File: src/rtl/periph_bus_arbiter.sv
// periph_bus_arbiter: two-master round-robin arbiter in front of a single
// OBI-style peripheral data port, with one outstanding transaction at a time.
// Responses (data and error) are routed back to the master that issued them.
// Optional feature macro: PERIPH_BUS_ARB_TIMEOUT_EN. When it is defined, a
// grant that does not arrive within TIMEOUT_CYCLES REQ cycles is aborted and
// the owner receives an error response.
module periph_bus_arbiter #(
    parameter int unsigned TIMEOUT_CYCLES = 16
) (
    input  logic        clk,
    input  logic        rst,
    input  logic        m0_req,
    input  logic        m0_we,
    input  logic [3:0]  m0_be,
    input  logic [31:0] m0_addr,
    input  logic [31:0] m0_wdata,
    output logic        m0_gnt,
    output logic        m0_rvalid,
    output logic [31:0] m0_rdata,
    output logic        m0_err,
    input  logic        m1_req,
    input  logic        m1_we,
    input  logic [3:0]  m1_be,
    input  logic [31:0] m1_addr,
    input  logic [31:0] m1_wdata,
    output logic        m1_gnt,
    output logic        m1_rvalid,
    output logic [31:0] m1_rdata,
    output logic        m1_err,
    output logic        s_req,
    output logic        s_we,
    output logic [3:0]  s_be,
    output logic [31:0] s_addr,
    output logic [31:0] s_wdata,
    input  logic        s_gnt,
    input  logic        s_rvalid,
    input  logic [31:0] s_rdata,
    input  logic        s_err
);

    // Reject illegal timeout settings at elaboration time.
    if (TIMEOUT_CYCLES < 2 || TIMEOUT_CYCLES > 255) begin : g_bad_timeout
        $error("periph_bus_arbiter: TIMEOUT_CYCLES must be within 2..255");
    end

`ifdef PERIPH_BUS_ARB_TIMEOUT_EN
    typedef enum logic [1:0] {
        ST_IDLE = 2'd0,
        ST_REQ  = 2'd1,
        ST_RESP = 2'd2,
        ST_TERR = 2'd3
    } state_t;
    localparam logic [7:0] TMO_LAST = 8'(TIMEOUT_CYCLES - 1);
    logic [7:0] r_tcnt;
    logic [7:0] w_tcnt_nxt;
    logic       w_tmo_hit;
`else
    typedef enum logic [1:0] {
        ST_IDLE = 2'd0,
        ST_REQ  = 2'd1,
        ST_RESP = 2'd2
    } state_t;
`endif

    state_t r_state;
    state_t w_state_nxt;
    logic   r_owner;
    logic   w_owner_nxt;
    logic   r_last;
    logic   w_last_nxt;
    logic   w_any_req;
    logic   w_win;
    logic   w_own_req;
    logic   w_gnt;

    // Round-robin choice: a lone requester wins, a tie goes to the master not granted last.
    assign w_any_req = m0_req | m1_req;
    assign w_win     = (m0_req & m1_req) ? ~r_last : m1_req;
    assign w_own_req = r_owner ? m1_req : m0_req;

`ifdef PERIPH_BUS_ARB_TIMEOUT_EN
    assign w_tmo_hit = (r_state == ST_REQ) && (r_tcnt == TMO_LAST) && !s_gnt;
    assign w_gnt     = w_own_req & (s_gnt | w_tmo_hit);
`else
    assign w_gnt     = w_own_req & s_gnt;
`endif

    // State, owner and last-granted registers with synchronous active-low reset.
    always_ff @(posedge clk) begin
        if (!rst) begin
            r_state <= ST_IDLE;
            r_owner <= 1'b0;
            r_last  <= 1'b1;
`ifdef PERIPH_BUS_ARB_TIMEOUT_EN
            r_tcnt  <= 8'd0;
`endif
        end else begin
            r_state <= w_state_nxt;
            r_owner <= w_owner_nxt;
            r_last  <= w_last_nxt;
`ifdef PERIPH_BUS_ARB_TIMEOUT_EN
            r_tcnt  <= w_tcnt_nxt;
`endif
        end
    end

    // Next-state logic: arbitrate in IDLE or when a response completes, track grant in REQ.
    always_comb begin
        w_state_nxt = r_state;
        w_owner_nxt = r_owner;
        w_last_nxt  = r_last;
`ifdef PERIPH_BUS_ARB_TIMEOUT_EN
        w_tcnt_nxt  = r_tcnt;
`endif
        case (r_state)
            ST_IDLE: begin
                if (w_any_req) begin
                    w_state_nxt = ST_REQ;
                    w_owner_nxt = w_win;
`ifdef PERIPH_BUS_ARB_TIMEOUT_EN
                    w_tcnt_nxt  = 8'd0;
`endif
                end else begin
                    w_state_nxt = ST_IDLE;
                end
            end
            ST_REQ: begin
                if (!w_own_req) begin
                    // Owner withdrew before grant: abandon without touching last.
                    w_state_nxt = ST_IDLE;
                end else if (s_gnt) begin
                    w_state_nxt = ST_RESP;
                    w_last_nxt  = r_owner;
`ifdef PERIPH_BUS_ARB_TIMEOUT_EN
                end else if (w_tmo_hit) begin
                    w_state_nxt = ST_TERR;
                    w_last_nxt  = r_owner;
                end else begin
                    w_tcnt_nxt  = r_tcnt + 8'd1;
                end
`else
                end else begin
                    w_state_nxt = ST_REQ;
                end
`endif
            end
            ST_RESP: begin
                if (s_rvalid && w_any_req) begin
                    w_state_nxt = ST_REQ;
                    w_owner_nxt = w_win;
`ifdef PERIPH_BUS_ARB_TIMEOUT_EN
                    w_tcnt_nxt  = 8'd0;
`endif
                end else if (s_rvalid) begin
                    w_state_nxt = ST_IDLE;
                end else begin
                    w_state_nxt = ST_RESP;
                end
            end
`ifdef PERIPH_BUS_ARB_TIMEOUT_EN
            ST_TERR: begin
                if (w_any_req) begin
                    w_state_nxt = ST_REQ;
                    w_owner_nxt = w_win;
                    w_tcnt_nxt  = 8'd0;
                end else begin
                    w_state_nxt = ST_IDLE;
                end
            end
`endif
            default: begin
                w_state_nxt = ST_IDLE;
            end
        endcase
    end

    // Output steering: forward the owner's request in REQ, route the response back in RESP/TERR.
    always_comb begin
        m0_gnt    = 1'b0;
        m0_rvalid = 1'b0;
        m0_rdata  = 32'h0000_0000;
        m0_err    = 1'b0;
        m1_gnt    = 1'b0;
        m1_rvalid = 1'b0;
        m1_rdata  = 32'h0000_0000;
        m1_err    = 1'b0;
        s_req     = 1'b0;
        s_we      = 1'b0;
        s_be      = 4'b0000;
        s_addr    = 32'h0000_0000;
        s_wdata   = 32'h0000_0000;
        if (rst) begin
            case (r_state)
                ST_REQ: begin
                    if (w_own_req) begin
                        s_req   = 1'b1;
                        s_we    = r_owner ? m1_we    : m0_we;
                        s_be    = r_owner ? m1_be    : m0_be;
                        s_addr  = r_owner ? m1_addr  : m0_addr;
                        s_wdata = r_owner ? m1_wdata : m0_wdata;
                    end else begin
                        s_req   = 1'b0;
                    end
                    m0_gnt = w_gnt & ~r_owner;
                    m1_gnt = w_gnt &  r_owner;
                end
                ST_RESP: begin
                    if (r_owner) begin
                        m1_rvalid = s_rvalid;
                        m1_rdata  = s_rdata;
                        m1_err    = s_err;
                    end else begin
                        m0_rvalid = s_rvalid;
                        m0_rdata  = s_rdata;
                        m0_err    = s_err;
                    end
                end
`ifdef PERIPH_BUS_ARB_TIMEOUT_EN
                ST_TERR: begin
                    if (r_owner) begin
                        m1_rvalid = 1'b1;
                        m1_err    = 1'b1;
                    end else begin
                        m0_rvalid = 1'b1;
                        m0_err    = 1'b1;
                    end
                end
`endif
                default: begin
                    s_req = 1'b0;
                end
            endcase
        end else begin
            s_req = 1'b0;
        end
    end

endmodule

File: config.mk
export PLATFORM = sky130hd
export DESIGN_NAME = periph_bus_arbiter
export DESIGN_NICKNAME = d
export VERILOG_FILES = /design/src/rtl/periph_bus_arbiter.sv
export SDC_FILE = /design/constraint.sdc
export NUM_CORES = 1
export LEC_CHECK = 0
export CAP_MARGIN = 20
export CELL_PAD_IN_SITES_DETAIL_PLACEMENT = 2
export CELL_PAD_IN_SITES_GLOBAL_PLACEMENT = 2
export CORE_ASPECT_RATIO = 1.4
export CORE_MARGIN = 1.5
export CORE_UTILIZATION = 10
export CTS_CLUSTER_SIZE = 10
export DETAILED_ROUTE_END_ITERATION = 8
export GPL_TIMING_DRIVEN = 0
export HOLD_SLACK_MARGIN = 0.15
export PLACE_DENSITY = 0.95
export SLEW_MARGIN = 20
export SYNTH_ARGS = -nofsm -noshare
export SYNTH_HDL_FRONTEND = slang
export SYNTH_SLANG_ARGS = --single-unit
File: constraint.sdc
create_clock -name clk -period 1.49 [get_ports clk]
set_input_delay 0.298 -clock clk [delete_from_list [all_inputs] [get_ports clk]]
set_output_delay 0.298 -clock clk [all_outputs]
set_load 0.005 [all_outputs]
==> results.md <==
- Hold Startpoint: rst
- Mapped Avg Cell Area: ~6.7 sq um
- Wire per inst: 21.74 um
- Status: complete, but fails checks
- CP Buf/Inv Count: 5
- CTS Hold Buffers Added: 0
- Final Hold Fails: 0
- Vias post-DR: ~3,500
- Worst reg2reg endpoint: r_last
- Die W: ~110 um
- Cell internal pwr: approximately 0.0013 W
- Syn_nets: ~430
- Worst setup margin: -446.7 ps
- Crit path from: r_owner
- Tot GR Track Use: 0.1706
- Post-synth ARST share: 0
- Initial antenna violation count: 0
- Actual slew at the worst max-slew pin: just over 300 ps
- Port Buffers: around 320
- Die Ht: roughly 160 um
- Worst Reg-to-Reg Cells: 5
- Sw frac: 0.3192
- Final setup viols: 140
- Root Driver: clkbuf_16
- Crit path launch type: flop
- Clock tree buffer depth: 2
- Fmax: 0.5163 GHz
- Reg clk slew, reported paths: 30 ps
- Failing checks: negative setup slack
- Max Cap Viol: 0
- Final wirelength: around 18 mm
- Seq cells post-synth: 4
- Syn Inst Count: approximately 260
- PD cells: around 280 nW/um^2
- Pwr Total: 0.001951 W
- Vias in the first global route: between 4,000 and 5,000
- HPWL Detailed: 11.88 mm
- Cell Area, Synth: between 1500 and 2000 sq um
- Worst reg2reg startpoint: r_owner
- Hold depth: 3
- Htree depth: 1
- Clock sink count: 4
- Tcrit/Tclk final: 1.300
- Clk_lat worst skew: about 230 ps
- Crit-path cells: mux2_4, nand4b_4, buf_12, buf_8, buf_6, buf_6, nor2_4, buf_6
- VDD IR max: 0.2244 mV
- Hold Path Sink: r_owner
- HP Class: in2reg
- Crit path kind: reg2out
- Worst path slowest cell: dfxtp_4
- Worst Path Required: 1190 ps
- Post-layout nets: between 800 and 900
- Via density: ~4.2
- Share of cells above drive strength 1: 0.6060
- Comb power frac: 0.718
- FP Rows: 56
- DRT iter0 DRCs: 59
- Core Box Area: around 17,000 sq um
- Largest net degree at the start of global routing: 11
- GR Overflow Total: 0
- Sequential fraction of the synthesis area: 0.04661
- Placed Area: ~5100 sq um
- Crit end category: output port
- Fin area: 6885 sq um
- Antenna Violating Nets Remaining: 0
- CTS tree: built
- Ports: 317
- Max stage delay on crit path: 350 ps
- RePlAce Congestion: around 0.8
- Most frequent CP cell: buf_6
- Normalized max-slew margin: 0.7866
- EDFF count, synth: 0
- Crit-path max FO: 6
- Die area: 17,990 sq um
- # diodes: 0
- Final min period: ~1900 ps
- Area Growth Syn to Fin: 300.8%
- DRC viols: 0
- Clock skew: 1.923 ps
- Final Max Tran Viols: 0
- Psw: between 0.0006 and 0.0007 W
- First-pass GRT wire length: 23.36 mm
- Yosys warns: 0
- Reg power frac: 0.063
- FF-to-FF setup slack: about 190 ps
- TritonCTS buffer count: 3
- Clock share of power: 0.219
- Setup TNS: -49,450 ps
- Ys flop type: dfxtp_1
- RSZ-0062 raised after global routing: true
- Initial Util: 0.1022
- Worst path arrival time: ~1600 ps
- DRT Pass-1 Iters: 4
- Leak pwr: just under 3 nW
- Cell variety after synth: 19
- Delay-heaviest family, CP: buffers and inverters
## final cells by class
cell class                 instances  area [sq um]
sequential                         4         88.84
buffer                            18         284.0
multi-input combinational        228          2332
inverter                           3         11.26
clock buffer                       3         75.07
tap                              203         254.0
fill                            1740          9931
timing repair buffer             381          3840
## power by group through the flow
stage                     clock network [W]  logic, W  registers [W]
after global placement                    0  0.000928       0.000122
after floorplan                           0  0.000272       0.000121
after global routing               0.000440   0.00148       0.000124
after detailed placement                  0  0.000956       0.000123
final                              0.000428   0.00140       0.000123
after CTS                          0.000431   0.00124       0.000121
## how the worst max path moves through the flow
stage	to	slack, ps	cells past startpoint
floorplan	s_addr[0]	40	5
global placement	s_wdata[30]	-1520	6
detailed placement	s_wdata[30]	-1470	6
CTS	s_addr[22]	-560	9
global route	s_addr[27]	-530	6
finish	s_wdata[31]	-450	8
## per-layer routing
metal,share of wire,GRT usage
met5,0,0
met1,0.30,0.1518
met3,0.10,0.05590
met2,0.58,0.3698
met4,0.010,0.01905
## timing repair
item                       CTS  global route
resized for setup          708           277
setup buffers               44            17
setup endpoints to repair  140           140
pin swaps                   73            25
gates cloned                13             0
## state kept, by name, summed over array words and instances, names as in the netlist
signal,flops
r_owner,1
r_state,2
r_last,1
## cells in the mapped netlist, drive strengths merged (2+ instances only)
| master | n | area, sq um |
|---|---|---|
| buf | 15 | 81.33 |
| dfxtp | 4 | 80.08 |
| and2 | 68 | 425.4 |
| nand2 | 4 | 15.01 |
| mux2i | 70 | 700.7 |
| nor2 | 72 | 275.3 |
| clkbuf | 6 | 22.52 |
| nand2b | 4 | 25.02 |
| nand3b | 2 | 15.01 |
| inv | 3 | 11.26 |
| a21oi | 2 | 10.01 |
## kinds of logic (layout without fill, tap and decap cells)
kind of cell           Yosys count  after routing  synth area share
AND/OR/NAND/NOR                153            153            0.4559
multiplexers                    71             71            0.4166
buffers and inverters           24            405           0.06701
AO/OA/AOI/OAI                    4              4           0.01384
flip-flops                       4              4           0.04662
## worst reg2reg max path, stage by stage, from the launching register on
cell and delay, ps:
dfxtp_4 360, mux2_4 320, buf_4 140, buf_6 120
nor3b_2 160, a31oi_1 130
## per-stage QoR
| step | hold WS [ps] | utilization | std cells | setup slack [ps] |
|---|---|---|---|---|
| final | 458.2 | 0.4094 | 840 | -446.7 |
| after global routing | 489.7 | 0.4094 | 840 | -529.9 |
| after CTS | 494.9 | 0.3700 | 833 | -558.2 |
| after detailed placement | 491.9 | 0.3054 | 775 | -1474 |
| after global placement | 458.4 | 0.3054 | 775 | -1516 |
| after floorplan | 413.0 | - | 256 | 37.84 |
## cell usage in the layout (no fill, tap or decap), types with 3 or more instances in the layout
cell type        count
clkdlybuf4s50_1    173
buf_6               99
and2_4              59
buf_2               58
nor2_4              52
mux2i_1             45
buf_8               24
buf_12              17
buf_4               17
mux2i_4             13
nor2_2              12
mux2i_2             12
and2_1               9
nor2_1               8
buf_16               4
clkbuf_2             4
nand2b_4             3
nand2_1              3
clkbuf_16            3
Power figures use the tool's default switching activity.
